--- src/rtl/output_write_sequencer_if.sv ---
`default_nettype none
// ============================================================================
// Module   : output_write_sequencer_if
// Brief    : Write-request / ack handshake between the output write sequencer
//            and the output DMA.
// Revision : 1.0 - initial release
// ============================================================================
interface output_write_sequencer_if #(
  parameter int ADDR_W = 32,
  parameter int W_W    = 12
) ();

  logic              wr_req_valid;
  logic              wr_req_ready;
  logic [ADDR_W-1:0] wr_req_addr;
  logic [W_W-1:0]    wr_req_len;
  logic              wr_req_last;
  logic              wr_ack;

  modport master (
    output wr_req_valid,
    output wr_req_addr,
    output wr_req_len,
    output wr_req_last,
    input  wr_req_ready,
    input  wr_ack
  );

  modport slave (
    input  wr_req_valid,
    input  wr_req_addr,
    input  wr_req_len,
    input  wr_req_last,
    output wr_req_ready,
    output wr_ack
  );

endinterface
`default_nettype wire

--- src/rtl/output_write_sequencer.sv ---
`default_nettype none
// ============================================================================
// Module   : output_write_sequencer
// Brief    : Walks channel groups, rows (optionally doubled) and burst segments
//            of one output volume, issuing one DMA write request per segment.
// Revision : 1.0 - initial release
// ============================================================================
module output_write_sequencer #(
  parameter int ADDR_W    = 32,
  parameter int CG_W      = 6,
  parameter int H_W       = 10,
  parameter int W_W       = 12,
  parameter int GAP_W     = 20,
  parameter int FRM_W     = 24,
  parameter int BURST_MAX = 16,
  parameter int MAX_OUT   = 4
) (
  input  logic                     clock,
  input  logic                     reset,
  input  logic                     set_out_params,
  input  logic [ADDR_W-1:0]        cfg_frame_start,
  input  logic [FRM_W-1:0]         cfg_frame_size,
  input  logic [GAP_W-1:0]         cfg_addr_gap,
  input  logic [W_W-1:0]           cfg_out_w,
  input  logic [H_W-1:0]           cfg_rows_m1,
  input  logic [CG_W-1:0]          cfg_idx_max,
  input  logic                     cfg_upsample,
  output_write_sequencer_if.master wrBus,
  output logic                     busy,
  output logic                     reset_isOnOutput,
  output logic                     start_dropped
);

  localparam int c_OUT_W = $clog2(MAX_OUT + 1);

  localparam logic [1:0] c_IDLE  = 2'd0;
  localparam logic [1:0] c_ISSUE = 2'd1;
  localparam logic [1:0] c_DRAIN = 2'd2;

  localparam logic [W_W-1:0]     c_BURST   = W_W'(BURST_MAX);
  localparam logic [c_OUT_W-1:0] c_MAX_OUT = c_OUT_W'(MAX_OUT);
  localparam logic [c_OUT_W-1:0] c_OUT_ONE = c_OUT_W'(1);

  // --------------------------------------------------------------------------
  // State and latched job configuration
  // --------------------------------------------------------------------------
  logic [1:0]         r_state;
  logic [FRM_W-1:0]   r_frameSize;
  logic [GAP_W-1:0]   r_addrGap;
  logic [W_W-1:0]     r_outW;
  logic [H_W-1:0]     r_rowsM1;
  logic [CG_W-1:0]    r_idxMax;
  logic               r_upsample;

  logic [W_W-1:0]     r_col;
  logic               r_copy;
  logic [H_W-1:0]     r_row;
  logic [CG_W-1:0]    r_grp;
  logic [ADDR_W-1:0]  r_rowAddr;
  logic [ADDR_W-1:0]  r_grpBase;
  logic [c_OUT_W-1:0] r_outstanding;
  logic               r_done;
  logic               r_dropped;

  // --------------------------------------------------------------------------
  // Combinational request generation
  // --------------------------------------------------------------------------
  logic               w_issue;
  logic               w_valid;
  logic               w_xfer;
  logic               w_ackTaken;
  logic [W_W-1:0]     w_remain;
  logic [W_W-1:0]     w_len;
  logic               w_rowDone;
  logic               w_lastCopy;
  logic               w_lastRow;
  logic               w_lastGrp;
  logic               w_last;
  logic [ADDR_W-1:0]  w_gapExt;
  logic [ADDR_W-1:0]  w_nextGrpBase;
  logic [c_OUT_W-1:0] w_outNext;

  assign w_issue    = (r_state == c_ISSUE);
  assign w_valid    = w_issue && (r_outstanding < c_MAX_OUT);
  assign w_xfer     = w_valid && wrBus.wr_req_ready;
  assign w_ackTaken = wrBus.wr_ack && (r_outstanding != '0);

  assign w_remain   = r_outW - r_col;
  assign w_rowDone  = (w_remain <= c_BURST);
  assign w_len      = w_rowDone ? w_remain : c_BURST;

  assign w_lastCopy = !r_upsample || r_copy;
  assign w_lastRow  = (r_row == r_rowsM1);
  assign w_lastGrp  = (r_grp == r_idxMax);
  assign w_last     = w_rowDone && w_lastCopy && w_lastRow && w_lastGrp;

  assign w_gapExt      = ADDR_W'(r_addrGap);
  assign w_nextGrpBase = r_grpBase + ADDR_W'(r_frameSize);

  // Transfer and ack in the same cycle cancel out; acks with nothing in flight are dropped.
  always_comb begin
    w_outNext = r_outstanding;
    if (w_xfer && !w_ackTaken) begin
      w_outNext = r_outstanding + c_OUT_ONE;
    end else if (!w_xfer && w_ackTaken) begin
      w_outNext = r_outstanding - c_OUT_ONE;
    end
  end

  // Fields are forced to zero outside ISSUE so idle outputs read as 0.
  assign wrBus.wr_req_valid = w_valid;
  assign wrBus.wr_req_addr  = w_issue ? (r_rowAddr + ADDR_W'(r_col)) : '0;
  assign wrBus.wr_req_len   = w_issue ? w_len : '0;
  assign wrBus.wr_req_last  = w_issue && w_last;

  assign busy             = (r_state != c_IDLE);
  assign reset_isOnOutput = r_done;
  assign start_dropped    = r_dropped;

  // --------------------------------------------------------------------------
  // Sequencing
  // --------------------------------------------------------------------------
  always_ff @(posedge clock) begin
    if (reset) begin
      r_state       <= c_IDLE;
      r_frameSize   <= '0;
      r_addrGap     <= '0;
      r_outW        <= '0;
      r_rowsM1      <= '0;
      r_idxMax      <= '0;
      r_upsample    <= 1'b0;
      r_col         <= '0;
      r_copy        <= 1'b0;
      r_row         <= '0;
      r_grp         <= '0;
      r_rowAddr     <= '0;
      r_grpBase     <= '0;
      r_outstanding <= '0;
      r_done        <= 1'b0;
      r_dropped     <= 1'b0;
    end else begin
      r_outstanding <= w_outNext;
      r_dropped     <= set_out_params && (r_state != c_IDLE);
      r_done        <= 1'b0;

      case (r_state)
        c_IDLE: begin
          if (set_out_params) begin
            r_frameSize <= cfg_frame_size;
            r_addrGap   <= cfg_addr_gap;
            r_outW      <= cfg_out_w;
            r_rowsM1    <= cfg_rows_m1;
            r_idxMax    <= cfg_idx_max;
            r_upsample  <= cfg_upsample;
            r_rowAddr   <= cfg_frame_start;
            r_grpBase   <= cfg_frame_start;
            r_col       <= '0;
            r_copy      <= 1'b0;
            r_row       <= '0;
            r_grp       <= '0;
            r_state     <= (cfg_out_w == '0) ? c_DRAIN : c_ISSUE;
          end
        end

        c_ISSUE: begin
          if (w_xfer) begin
            if (w_last) begin
              r_col   <= '0;
              r_copy  <= 1'b0;
              r_row   <= '0;
              r_grp   <= '0;
              r_state <= c_DRAIN;
            end else if (!w_rowDone) begin
              r_col <= r_col + w_len;
            end else begin
              r_col <= '0;
              if (!w_lastCopy) begin
                r_copy    <= 1'b1;
                r_rowAddr <= r_rowAddr + w_gapExt;
              end else begin
                r_copy <= 1'b0;
                if (!w_lastRow) begin
                  r_row     <= r_row + H_W'(1);
                  r_rowAddr <= r_rowAddr + w_gapExt;
                end else begin
                  // Next channel group restarts from its own frame base, not the row stride.
                  r_row     <= '0;
                  r_grp     <= r_grp + CG_W'(1);
                  r_grpBase <= w_nextGrpBase;
                  r_rowAddr <= w_nextGrpBase;
                end
              end
            end
          end
        end

        c_DRAIN: begin
          if (w_outNext == '0) begin
            r_done  <= 1'b1;
            r_state <= c_IDLE;
          end
        end

        default: begin
          r_state <= c_IDLE;
        end
      endcase
    end
  end

endmodule
`default_nettype wire

--- src/flat_wrapper.sv ---
// flat-port wrapper written by rule: the top's interface ports become plain ports
module output_write_sequencer_flat 
#(
  parameter int ADDR_W    = 32,
  parameter int CG_W      = 6,
  parameter int H_W       = 10,
  parameter int W_W       = 12,
  parameter int GAP_W     = 20,
  parameter int FRM_W     = 24,
  parameter int BURST_MAX = 16,
  parameter int MAX_OUT   = 4
)
  (clock, reset, set_out_params, cfg_frame_start, cfg_frame_size, cfg_addr_gap, cfg_out_w, cfg_rows_m1, cfg_idx_max, cfg_upsample, busy, reset_isOnOutput, start_dropped, wrBus_wr_req_valid, wrBus_wr_req_addr, wrBus_wr_req_len, wrBus_wr_req_last, wrBus_wr_req_ready, wrBus_wr_ack);
  output_write_sequencer_if #(.ADDR_W(ADDR_W), .W_W(W_W)) wrBus_i ();
  input  logic clock;
  input  logic reset;
  input  logic set_out_params;
  input  logic [ADDR_W-1:0] cfg_frame_start;
  input  logic [FRM_W-1:0] cfg_frame_size;
  input  logic [GAP_W-1:0] cfg_addr_gap;
  input  logic [W_W-1:0] cfg_out_w;
  input  logic [H_W-1:0] cfg_rows_m1;
  input  logic [CG_W-1:0] cfg_idx_max;
  input  logic cfg_upsample;
  output logic busy;
  output logic reset_isOnOutput;
  output logic start_dropped;
  output wire logic [$bits(wrBus_i.wr_req_valid)-1:0] wrBus_wr_req_valid;
  output wire logic [$bits(wrBus_i.wr_req_addr)-1:0] wrBus_wr_req_addr;
  output wire logic [$bits(wrBus_i.wr_req_len)-1:0] wrBus_wr_req_len;
  output wire logic [$bits(wrBus_i.wr_req_last)-1:0] wrBus_wr_req_last;
  input wire logic [$bits(wrBus_i.wr_req_ready)-1:0] wrBus_wr_req_ready;
  input wire logic [$bits(wrBus_i.wr_ack)-1:0] wrBus_wr_ack;
  assign wrBus_wr_req_valid = wrBus_i.wr_req_valid;
  assign wrBus_wr_req_addr = wrBus_i.wr_req_addr;
  assign wrBus_wr_req_len = wrBus_i.wr_req_len;
  assign wrBus_wr_req_last = wrBus_i.wr_req_last;
  assign wrBus_i.wr_req_ready = wrBus_wr_req_ready;
  assign wrBus_i.wr_ack = wrBus_wr_ack;
  output_write_sequencer #(.ADDR_W(ADDR_W), .CG_W(CG_W), .H_W(H_W), .W_W(W_W), .GAP_W(GAP_W), .FRM_W(FRM_W), .BURST_MAX(BURST_MAX), .MAX_OUT(MAX_OUT)) u_core (.clock(clock), .reset(reset), .set_out_params(set_out_params), .cfg_frame_start(cfg_frame_start), .cfg_frame_size(cfg_frame_size), .cfg_addr_gap(cfg_addr_gap), .cfg_out_w(cfg_out_w), .cfg_rows_m1(cfg_rows_m1), .cfg_idx_max(cfg_idx_max), .cfg_upsample(cfg_upsample), .wrBus(wrBus_i), .busy(busy), .reset_isOnOutput(reset_isOnOutput), .start_dropped(start_dropped));
endmodule
--- config.mk ---
export PLATFORM = sky130hd
export DESIGN_NAME = output_write_sequencer_flat
export DESIGN_NICKNAME = d
export VERILOG_FILES = /design/src/rtl/output_write_sequencer_if.sv /design/src/rtl/output_write_sequencer.sv /design/src/flat_wrapper.sv
export SDC_FILE = /design/constraint.sdc
export NUM_CORES = 1
export LEC_CHECK = 0
export ABC_AREA = 1
export BUFFER_PORTS_ARGS = -buffer_cell sky130_fd_sc_hd__buf_2
export CAP_MARGIN = 20
export CORE_UTILIZATION = 30
export DETAILED_ROUTE_END_ITERATION = 10
export SYNTH_ARGS = -nofsm -noshare
export SYNTH_HDL_FRONTEND = slang
export SYNTH_SLANG_ARGS = --single-unit
--- constraint.sdc ---
create_clock -name clock -period 3 [get_ports clock]
set_input_delay 0.45 -clock clock [delete_from_list [all_inputs] [get_ports clock]]
set_output_delay 0.45 -clock clock [all_outputs]
set_load 0.05 [all_outputs]
# Word-level counts from Yosys, hierarchy flattened
# Index checks and enable logic that the tools add are counted.
dict set report totals {
  register_bits 173
  latchBits 0
  ram_bits 0
  rom_bits 0
  in_bits 110
  wordCells 122
  mem_count 0
}
dict set report classes {
  addsub 9
  mul 0
  n_div 0
  order_cmp 2
  n_eq_ne 15
  n_shift 0
  n_mux 50
  n_bitwise 1
  n_reduce_logical 29
}
# op count
set ops {}
lappend ops {{$mux W32} 12}
lappend ops {{$pmux W32 S2} 2}
lappend ops {{$mux W12} 6}
lappend ops {{$mux W10} 6}
lappend ops {{$mux W6} 6}
lappend ops {{$add A32 B12 Y32} 1}
lappend ops {{$add A32 B20 Y32} 1}
lappend ops {{$add A32 B24 Y32} 1}
lappend ops {{$pmux W12 S2} 1}
lappend ops {{$pmux W10 S2} 1}
lappend ops {{$ne A2 B2 Y1 const B} 7}
lappend ops {{$add A12 B12 Y12} 1}
lappend ops {{$le A12 B5 Y1 const B} 1}
lappend ops {{$logic_not A12 Y1} 1}
lappend ops {{$pmux W6 S2} 1}
lappend ops {{$sub A12 B12 Y12} 1}
lappend ops {{$add A10 B1 Y10 const B} 1}
lappend ops {{$eq A10 B10 Y1} 1}
lappend ops {{$logic_and A1 B1 Y1} 10}
lappend ops {{$mux W2} 5}
lappend ops {{$reduce_and A5 Y1} 2}
lappend ops {{$ne A3 B3 Y1 const B} 3}
lappend ops {{$reduce_and A4 Y1} 2}
lappend ops {{$reduce_and A7 Y1} 1}
lappend ops {{other kinds (23)} 32}

# Depth between registers and ports, before layout
# Gate-level depths: netlist of run 1.
dict set report logic_depth {
  word_depth 10
  ltp_mapped 28
  mapped_depth_nobuf 28
}

# Least setup slack after synthesis of run 1
# OpenSTA, ideal clock, no wires.
dict set report synth_path {
  kind {register to output}
  from {reg u_core.r_col[1]}
  to {out wrBus_wr_req_last}
  t_arrival_ps 3238
  setup_slack_ps -688
  path_stages_with_launch 14
  n_path_buf 0
  path_cell_list {dfxtp_1 -> inv_1 -> fa_1 -> nor2_1 -> nor2_1 -> nor2_1 -> nand3_1 -> nand2_1 -> inv_1 -> nor2_1 -> nand2_1 -> nor2_4 -> nand2_4 -> nor4_1}
}
dict set report synth_between {
  elab_chain_len 6
}
# element line
set synth_rtl {}
lappend synth_rtl {{from (decl)} output_write_sequencer.sv:55} ;# logic [W_W-1:0] r_col;
lappend synth_rtl {{from (signal assigned)} output_write_sequencer.sv:174} ;# r_col <= r_col + w_len;
lappend synth_rtl {{$sub A12 B12 Y12} output_write_sequencer.sv:88} ;# assign w_remain = r_outW - r_col;
lappend synth_rtl {{$le A12 B5 Y1} output_write_sequencer.sv:89} ;# assign w_rowDone = (w_remain <= c_BURST);
lappend synth_rtl {{$logic_and A1 B1 Y1 (3 in a row)} output_write_sequencer.sv:95} ;# assign w_last = w_rowDone && w_lastCopy && w_lastRow && w_lastGrp;
lappend synth_rtl {{$logic_and A1 B1 Y1} output_write_sequencer.sv:114} ;# assign wrBus.wr_req_last = w_issue && w_last;
lappend synth_rtl {{to (decl)} flat_wrapper.sv:31} ;# output wire logic [$bits(wrBus_i.wr_req_last)-1:0] wrBus_wr_req_last;
# No other way between the ends.

# Worst setup path in the final report of run 1
dict set report layout_path {
  from {reg u_core.r_col[2]}
  to {out wrBus_wr_req_addr[31]}
}
dict set report layout_between {
  elab_chain_len 2
}
# element line
set layout_rtl {}
lappend layout_rtl {{$add A32 B12 Y32} output_write_sequencer.sv:112} ;# assign wrBus.wr_req_addr = w_issue ? (r_rowAddr + ADDR_W'(r_col)) : '0;
lappend layout_rtl {{$mux W32} output_write_sequencer.sv:112}
lappend layout_rtl {{to (decl)} flat_wrapper.sv:29} ;# output wire logic [$bits(wrBus_i.wr_req_addr)-1:0] wrBus_wr_req_addr;
# No other way between the ends.

==> impl_metrics.json, run 1 <==
{
  "worstHoldPathType": "primary input to register",
  "worstMarginPinSlew_ns": 0.886,
  "rr_startpoint": "u_core.r_outW[0]",
  "yosysUniqueCellTypes": 58,
  "routed_wl_um": 44400,
  "clock_sinks": 173,
  "setup_ws_ns": -0.401,
  "critPathArrivalTime_ns": 2.95,
  "num_antenna_cells": 0,
  "syn_avg_cell_area_um2": 6.52,
  "internal_power_w": 0.00882,
  "comb_power_share_pct": 66.0,
  "place_inst": 2625,
  "outcome": "complete, but fails checks",
  "async_reset_ff_share_pct": 0,
  "finClkSkew_ns": 0.00931,
  "synth_fa_ha_area_share_pct": 8.87,
  "track_usage_pct": 20.6,
  "setup_viol": 113,
  "stdcell_count": 2709,
  "first_pass_iters": 5,
  "hp-start": "cfg_rows_m1[9]",
  "ys_ff_latch": 173,
  "slowest_stage": "dfxtp_2",
  "die-height_um": 204,
  "core_area_um2": 40000,
  "area_growth_pct": 42.3,
  "min_period_ns": 3.40,
  "dieArea_um2": 41700,
  "synth_area_um2": 12300,
  "hold_end": "u_core.r_rowsM1[9]",
  "cts_tree": "yes",
  "rr_endpoint": "u_core.r_col[8]",
  "synth_compound_area_share_pct": 21.7,
  "place.gp.congestion": 0.912,
  "relSlewSlack_pct": 40.9,
  "hpwl_um": 32500,
  "cp_max_fo": 4,
  "synth-edff-count": 0,
  "reg2reg_depth": 27,
  "grt_antenna_before_repair": 1,
  "initial_core_util_pct": 30.7,
  "fmax_mhz": 294,
  "drive_gt1_share_pct": 31.0,
  "ys.flop_type": "dfxtp_1",
  "clk_pin_slew_ns": 0.07,
  "muxShareOfSynthArea_pct": 0.0815,
  "seq_area_frac_synth_pct": 28.2,
  "root_buffer": "clkbuf_16",
  "power_frac_seq_pct": 21.3,
  "synthSimpleGateAreaFrac_pct": 28.7,
  "max-cap-violations": 0,
  "pin_count": 159,
  "cts_max_level": 4,
  "nets": 2365,
  "io_buffer_count": 151,
  "synth_top_family_by_area": "simple AND/OR/NAND/NOR gates",
  "path_buf_inv": 4,
  "grt_start_max_net_pins": 83,
  "power_leakage_nw": 7.84,
  "avgRoutedWirePerCell_um": 16.4,
  "numCtsBuffers": 17,
  "first_iter_violations": 770,
  "power_density_nw_per_um2": 991,
  "violations": "negative setup slack",
  "clockBufferDepth": 2,
  "ys_warn_count": 0,
  "grt_remaining_overflow": 0,
  "pwr-share-clk_pct": 12.8,
  "startpoint_type": "register",
  "rrSetupSlack_ns": -0.37,
  "period_share_pct": 113,
  "worstPathRequired_ns": 2.55,
  "synth_xor_area_share_pct": 3.28,
  "insertion_delay_ns": 0.45,
  "drcViolationCount": 0,
  "cpPeakStageDelay_ns": 0.32,
  "crit_path_end_kind": "output port",
  "critPathKind": "register to output port",
  "p_sw_share_pct": 49.1,
  "grt_pass1_vias": 12900,
  "path_cells": "buf_6 -> ha_4 -> a21oi_2 -> nand2_2 -> nand2_2 -> nand2_2 -> a21oi_2 -> nor2_1 -> nor2_1 -> o21bai_2 -> a21oi_2 -> inv_2 -> a21oi_4 -> buf_6 -> nor2_2 -> nand3_1 -> xor2_1 -> nor2_2 -> buf_6",
  "hold_violations": 0,
  "switching_power_w": 0.00849,
  "via_per_inst": 5.03,
  "num_rows": 73,
  "die_w_um": 204,
  "irDropWorstVdd_mv": 0.561,
  "crit_family": "compound AO/OA/AOI/OAI gates",
  "final_core_util_pct": 43.7,
  "syn_inst": 1883,
  "min_delay_path_depth": 3,
  "slew_viol_final": 0,
  "vias": 13600,
  "grt_setup_unrepaired": "yes",
  "fin_tns_setup_ns": -28.10,
  "grt_pass1_wl_um": 67600,
  "ant_nets": 0
}
-- power by group through the flow --
stage                     Combinational [W]  Sequential [W]  Clock [W]
after floorplan                     0.00571         0.00341          0
after global placement              0.00815         0.00359          0
after detailed placement            0.00823         0.00359          0
after CTS                            0.0104         0.00360    0.00226
after global routing                 0.0124         0.00375    0.00235
final                                0.0114         0.00368    0.00221
-- cell families (layout without fill, tap and decap cells) --
| logic type | Yosys count | after routing |
|---|---|---|
| fa+ha+maj | 84 | 84 |
| other cells | 1 | 11 |
| xor+xnor | 46 | 46 |
| mux | 1 | 1 |
| flops | 173 | 173 |
| simple gates | 817 | 817 |
| buf+inv | 276 | 567 |
| compound gates | 485 | 485 |
-- through the flow --
stage                     power [W]  area [um^2]  setup slack, ns  hold slack [ns]
after floorplan             0.00913        12400           -0.220            0.433
final                        0.0173        17500           -0.401            0.220
after CTS                    0.0162        16500           -0.527            0.200
after detailed placement     0.0118        14500           -0.434            0.474
after global routing         0.0185        17500           -0.586            0.215
after global placement       0.0117        14500           -0.385            0.457
-- registers in the layout, summed over array words and instances (netlist names) --
name	count
u_core.r_addrGap	20
u_core.r_col	12
u_core.r_copy	1
u_core.r_frameSize	24
u_core.r_grp	6
u_core.r_grpBase	32
u_core.r_idxMax	6
u_core.r_outW	12
u_core.r_outstanding	3
u_core.r_row	10
u_core.r_rowAddr	32
u_core.r_rowsM1	10
u_core.r_state	2
u_core.r_upsample	1
u_core.reset_isOnOutput	1
u_core.start_dropped	1
-- cell usage after synthesis (all sizes together), types with 31 or more instances --
master	number	area, um^2
clkbuf	50	189
a31oi	34	213
xor2	31	272
nor3	42	241
ha	79	988
nand3	86	445
a21oi	164	832
inv	203	762
nor2	302	1180
dfxtp	173	3460
o21ai	226	1130
nand2	328	1270
-- cells in the final DEF (no fill, tap or decap), drive strengths merged, types with 17 or more instances in the layout --
cell type  instances
buf              332
nand2            328
nor2             302
o21ai            226
inv              203
dfxtp            173
a21oi            164
nand3             86
ha                79
nor3              42
a31oi             34
xor2              31
clkbuf            19
nand4             17
-- worst reg2reg max path: cells and delay by family (launching register included) --
| family | cells | cell delay [ns] |
|---|---|---|
| fa+ha+maj | 3 | 0.91 |
| buf+inv | 3 | 0.12 |
| compound gates | 3 | 0.40 |
| flops | 1 | 0.32 |
| simple gates | 18 | 1.47 |
-- metal layers --
layer	routed length, um	vias to the layer above	track usage, %
met5	10	-	0
met4	1010	2	6.40
met3	1880	51	2.89
met2	19800	312	32.4
met1	21700	6377	28.8
li1	-	6885	-
-- timing repair --
item | 4_1_cts | 5_1_grt
cloned | 9 | 0
pin swaps | 53 | 80
resized for setup | 289 | 225
hold buffers | 0 | 0
buffers inserted | 33 | 22
setup endpoints to repair | 96 | 129
-- layout make-up --
| cell class | instances | area (um^2) |
|---|---|---|
| fillers | 4029 | 22500 |
| multi-input cells | 1444 | 9170 |
| flip-flops and latches | 173 | 3470 |
| repair buffers | 332 | 2790 |
| inverters | 203 | 813 |
| well taps | 525 | 657 |
| clock buffers | 19 | 453 |
| clock inverters | 13 | 116 |
-- worst max-delay path by stage --
stage	startpoint	to	slack (ns)	cells after the start
3_3_place_gp	u_core.r_outW[0]	u_core.r_col[8]	-0.38	27
4_1_cts	u_core.r_col[2]	wrBus_wr_req_addr[29]	-0.53	19
2_1_floorplan	u_core.r_col[0]	wrBus_wr_req_len[0]	-0.22	14
6_report	u_core.r_col[2]	wrBus_wr_req_addr[31]	-0.40	19
5_1_grt	u_core.r_outW[0]	u_core.r_col[10]	-0.59	27
3_5_place_dp	u_core.r_outW[0]	u_core.r_col[8]	-0.43	27
(Power assumes the default switching activity.)
==> run 2: changes to the inputs <==
- SKIP_LAST_GASP: not set -> 1
- SLEW_MARGIN: not set -> 30
==> run 2 against run 1 <==
Effect of this change:
- the flow still finishes with violations (negative setup slack)
- worst setup slack lost 0.0069 ns
- critical path depth is the same
- fmax shrank 0.20%
- non-clock buffer count grew 10
- largest power group unchanged
==> impl_metrics.json, run 2 (synthesis gave the netlist of run 1 again) <==
{
  "grt_remaining_overflow": 0,
  "setup_ws_ns": -0.408,
  "clockBufferDepth": 2,
  "area_growth_pct": 44.1,
  "hold_violations": 0,
  "initial_core_util_pct": 30.7,
  "via_per_inst": 5.03,
  "first_pass_iters": 5,
  "relSlewSlack_pct": 39.1,
  "violations": "negative setup slack",
  "clk_pin_slew_ns": 0.07,
  "reg.largest.list": "u_core.r_grpBase: 32 flops, u_core.r_rowAddr: 32 flops, u_core.r_frameSize: 24 flops",
  "fmax_mhz": 293,
  "slew_viol_final": 0,
  "dieArea_um2": 41700,
  "final_core_util_pct": 44.2,
  "die_w_um": 204,
  "cp_max_fo": 4,
  "die-height_um": 204,
  "fill_cells": 3990,
  "final_common_cell": "nand2_1",
  "finClkSkew_ns": 0.00873,
  "hold_ws_ns": 0.217,
  "max-cap-violations": 0,
  "drcViolationCount": 0,
  "cts_tree": "yes",
  "worstHoldPathType": "primary input to register",
  "routed_wl_um": 44600,
  "grt_antenna_before_repair": 1,
  "period_share_pct": 114,
  "core_area_um2": 40000,
  "root_buffer": "clkbuf_16",
  "ant_nets": 0,
  "grt_setup_unrepaired": "yes",
  "grt_pass1_wl_um": 67400,
  "io_buffer_count": 151,
  "crit_path_end_kind": "output port",
  "grt_start_max_net_pins": 83,
  "insertion_delay_ns": 0.45,
  "grt_pass1_vias": 12900,
  "min_period_ns": 3.41,
  "fin_tns_setup_ns": -32.10,
  "outcome": "complete, but fails checks",
  "pre_cts_slack_ns": -0.434,
  "power_leakage_nw": 7.91,
  "place_inst": 2625,
  "numCtsBuffers": 17,
  "critPathArrivalTime_ns": 2.96,
  "irDropWorstVdd_mv": 0.567,
  "most-common-layout-cells": "277 x nand2_1, 255 x nor2_1, 174 x inv_1, 165 x dfxtp_1, 161 x o21ai_0",
  "pin_count": 159,
  "drive_gt1_share_pct": 32.1,
  "avgRoutedWirePerCell_um": 16.4,
  "num_antenna_cells": 0,
  "power_density_nw_per_um2": 988,
  "hpwl_um": 32500,
  "vias": 13700,
  "setup_viol": 123,
  "num_rows": 73,
  "cts_max_level": 4,
  "stdcell_count": 2720,
  "worstPathRequired_ns": 2.55,
  "startpoint_type": "register",
  "nets": 2376,
  "first_iter_violations": 749,
  "clock_sinks": 173,
  "track_usage_pct": 20.6,
  "place.gp.congestion": 0.912,
  "critPathKind": "register to output port",
  "worstMarginPinSlew_ns": 0.912
}
-- run 2: cell count changes in the layout (fill, tap and decap cells not counted), moves of 4 or more --
cell and change:
nand2_2 +5, nor2_4 +5, o21ai_0 +11, a21oi_2 +6, nand3_1 -4, o21ai_2 -10, nand3_2 +4, buf_6 +8
nand2_1 -6, a21oi_1 -7
-- run 2: repair_timing --
item,CTS,global route
setup buffers,33,36
hold buffers,0,0
pin swaps,53,116
setup endpoints to repair,96,129
resized for setup,256,278
gates cloned,9,1
-- run 2: worst max-delay path, stage by stage, from the launching register on --
cell and delay [ns]:
dfxtp_2 0.32, buf_6 0.11, ha_4 0.22, a21oi_2 0.14
nand2_2 0.08, nand2_2 0.06, nand2_2 0.06, a21oi_2 0.15
nor2_1 0.05, nor2_1 0.11, o21bai_2 0.09, a21oi_2 0.18
inv_2 0.07, a21oi_4 0.18, buf_6 0.15, nor2_2 0.05
nand3_1 0.08, xor2_1 0.18, nor2_2 0.08, buf_6 0.17
-- run 2: where the power goes --
part,total (W),switching (W),leakage [nW],internal [W]
Sequential,0.00367,0.000690,1.43,0.00298
Combinational,0.0116,0.00682,6.20,0.00476
Clock,0.00222,0.00103,0.276,0.00119
Total,0.0175,0.00854,7.91,0.00894
-- run 2: final cells by class --
type	instances	area (um^2)	area share (%)
timing repair buffer	342	2890	16.4
clock inverter	13	116	0.658
clock buffer	19	453	2.56
sequential	173	3470	19.6
tap	525	657	3.71
inverter	203	811	4.58
multi-input combinational	1445	9290	52.5
-- run 2: final timing paths --
check,from,to,slack (ns),depth (start not counted)
min reg2reg,u_core.r_rowsM1[2],u_core.r_rowsM1[2],0.48,2
min,cfg_rows_m1[9],u_core.r_rowsM1[9],0.22,3
max reg2reg,u_core.r_outW[0],u_core.r_rowAddr[16],-0.38,26
max,u_core.r_col[2],wrBus_wr_req_addr[31],-0.41,19
-- run 2: per-layer routing --
metal | track usage (%) | wire length, um
met1 | 28.6 | 21200
met2 | 32.2 | 20100
met3 | 2.98 | 2170
met4 | 6.90 | 1110
met5 | 0 | 10
-- run 2: per-stage QoR --
step	instance area [um^2]	total power, W
2_1_floorplan	12400	0.00913
3_3_place_gp	14500	0.0117
3_5_place_dp	14500	0.0118
4_1_cts	16400	0.0161
5_1_grt	17700	0.0187
6_report	17700	0.0175
==> run 3: changes to the inputs <==
- CORE_UTILIZATION: 30 -> 44
- PLACE_DENSITY: not set -> 0.66
==> run 3 against run 2 <==
Effect of this change:
- the flow still finishes with violations (negative setup slack)
- largest power group unchanged
- final cell count fell by 5.8%
- clock power rose by 2%
- register-to-register slack got worse by 0.09 ns
- critical endpoint is now u_core.r_col[8]
- die area fell by 32%
- flip-flop and latch count did not move
- first-iteration DRC count rose by 77%
- sequential share of layout area rose by 0.40 points
- fmax fell by 1.7%
- global-route usage rose by 9.2 points
- clock skew rose by 0.0099 ns
==> impl_metrics.json, run 3 (synthesis gave the netlist of run 1 again) <==
{
  "min_delay_path_depth": 3,
  "cts_max_level": 4,
  "finalPower_w": 0.0177,
  "worstHoldPathType": "primary input to register",
  "period_share_pct": 116,
  "pwr-share-clk_pct": 12.8,
  "io_buffer_count": 151,
  "first_pass_iters": 6,
  "drive_gt1_share_pct": 31.8,
  "hpwl_um": 29800,
  "track_usage_pct": 29.7,
  "cpPeakStageDelay_ns": 0.40,
  "setup_ws_ns": -0.466,
  "hold_ws_ns": 0.217,
  "internal_power_w": 0.00888,
  "irDropWorstVdd_mv": 0.612,
  "hold_violations": 0,
  "clk_pin_slew_ns": 0.09,
  "p_sw_share_pct": 49.7,
  "grt_pass1_wl_um": 67600,
  "fill_cells": 2454,
  "most-common-layout-cells": "275 x nand2_1, 258 x nor2_1, 172 x inv_1, 165 x dfxtp_1, 145 x o21ai_0",
  "pin_count": 159,
  "finClkSkew_ns": 0.0186,
  "clock_sinks": 173,
  "cts_hold_buf": 0,
  "reg.largest.list": "u_core.r_grpBase: 32 flops, u_core.r_rowAddr: 32 flops, u_core.r_frameSize: 24 flops",
  "setup_viol": 113,
  "violations": "negative setup slack",
  "relSlewSlack_pct": 43.9,
  "vias": 14100,
  "reg2reg_depth": 26,
  "cts_tree": "yes",
  "fmax_mhz": 288,
  "first_iter_violations": 1325,
  "hp-start": "cfg_frame_size[16]",
  "critPathArrivalTime_ns": 3.80,
  "via_per_inst": 5.49,
  "critPathKind": "register to register",
  "place.gp.congestion": 0.954,
  "routed_wl_um": 44000,
  "power_frac_seq_pct": 20.9,
  "crit_path_end_kind": "register",
  "worstPathRequired_ns": 3.33,
  "numCtsBuffers": 17,
  "cp_common_cell": "nand2_1",
  "rrSetupSlack_ns": -0.47,
  "grt_antenna_before_repair": 0,
  "area_growth_pct": 41.4,
  "num_antenna_cells": 0,
  "dieArea_um2": 28600,
  "max-cap-violations": 0,
  "ant_nets": 0,
  "initial_core_util_pct": 45.2,
  "cp_max_fo": 4,
  "die-height_um": 169,
  "drcViolationCount": 0,
  "slew_viol_final": 0,
  "core_area_um2": 27200,
  "power_leakage_nw": 7.90,
  "num_rows": 60,
  "insertion_delay_ns": 0.45,
  "min_period_ns": 3.47,
  "startpoint_type": "register",
  "grt_setup_unrepaired": "yes",
  "rr_endpoint": "u_core.r_col[8]",
  "grt_start_max_net_pins": 83,
  "comb_power_share_pct": 66.3,
  "rr_startpoint": "u_core.r_col[1]",
  "fin_area_um2": 17400,
  "power_density_nw_per_um2": 1020,
  "outcome": "complete, but fails checks",
  "final_common_cell": "nand2_1",
  "die_w_um": 169,
  "hold_end": "u_core.r_frameSize[16]",
  "switching_power_w": 0.00879,
  "avgRoutedWirePerCell_um": 17.2,
  "nets": 2371,
  "place_area_um2": 14300,
  "clockBufferDepth": 2,
  "slowest_stage": "fa_2",
  "grt_remaining_overflow": 0,
  "grt_pass1_vias": 13200,
  "root_buffer": "clkbuf_16",
  "worstMarginPinSlew_ns": 0.841
}
## run 3: how the worst max path moves through the flow
stage	from	endpoint	slack (ns)
after detailed placement	u_core.r_outW[0]	u_core.r_col[8]	-0.45
after CTS	u_core.r_col[2]	wrBus_wr_req_addr[31]	-0.47
after global routing	u_core.r_col[1]	u_core.r_col[8]	-0.67
final	u_core.r_col[1]	u_core.r_col[8]	-0.47
after global placement	u_core.r_outW[0]	u_core.r_col[8]	-0.38
after floorplan	u_core.r_col[0]	wrBus_wr_req_len[0]	-0.22
## run 3: metrics by stage
step | instances | utilization, % | setup WS [ns] | TNS (ns)
after floorplan | 1893 | - | -0.220 | -0.998
after global placement | 2467 | 52.5 | -0.383 | -3.33
after detailed placement | 2467 | 52.5 | -0.453 | -5.59
after CTS | 2532 | 60.0 | -0.466 | -18.76
after global routing | 2562 | 63.8 | -0.673 | -45.30
final | 2562 | 63.8 | -0.466 | -28.90
## run 3: cell type report
class | instances | area [um^2] | share of cell area [%]
clock inverters | 14 | 145 | 0.836
clock buffers | 18 | 439 | 2.53
flip-flops and latches | 173 | 3480 | 20.0
repair buffers | 338 | 2790 | 16.1
multi-input cells | 1444 | 9230 | 53.2
inverters | 203 | 806 | 4.64
well taps | 372 | 465 | 2.68
## run 3: what timing repair did
item / 4_1_cts / 5_1_grt
cloned: 8 / 0
resized for setup: 335 / 210
endpoints found under the setup margin: 100 / 127
pin swaps: 77 / 92
buffers inserted: 31 / 41
## run 3: layer usage
metal | wire length, um | track usage (%)
met5 | 0 | 0
met4 | 1230 | 9.05
met2 | 19400 | 46.9
met3 | 3080 | 4.54
met1 | 20300 | 41.6
## run 3: power groups by stage
stage / registers [W] / logic (W) / clock network [W]
after global routing: 0.00377 / 0.0126 / 0.00237
after CTS: 0.00363 / 0.0103 / 0.00227
after detailed placement: 0.00360 / 0.00826 / 0
after floorplan: 0.00341 / 0.00571 / 0
final: 0.00370 / 0.0117 / 0.00226
after global placement: 0.00358 / 0.00816 / 0
## run 3: worst max-delay path: cells and delay by family (launching register included)
family / cells / cell delay [ns]
simple gates: 18 / 1.54
fa+ha+maj: 2 / 0.72
compound gates: 3 / 0.43
flops: 1 / 0.37
buf+inv: 3 / 0.27
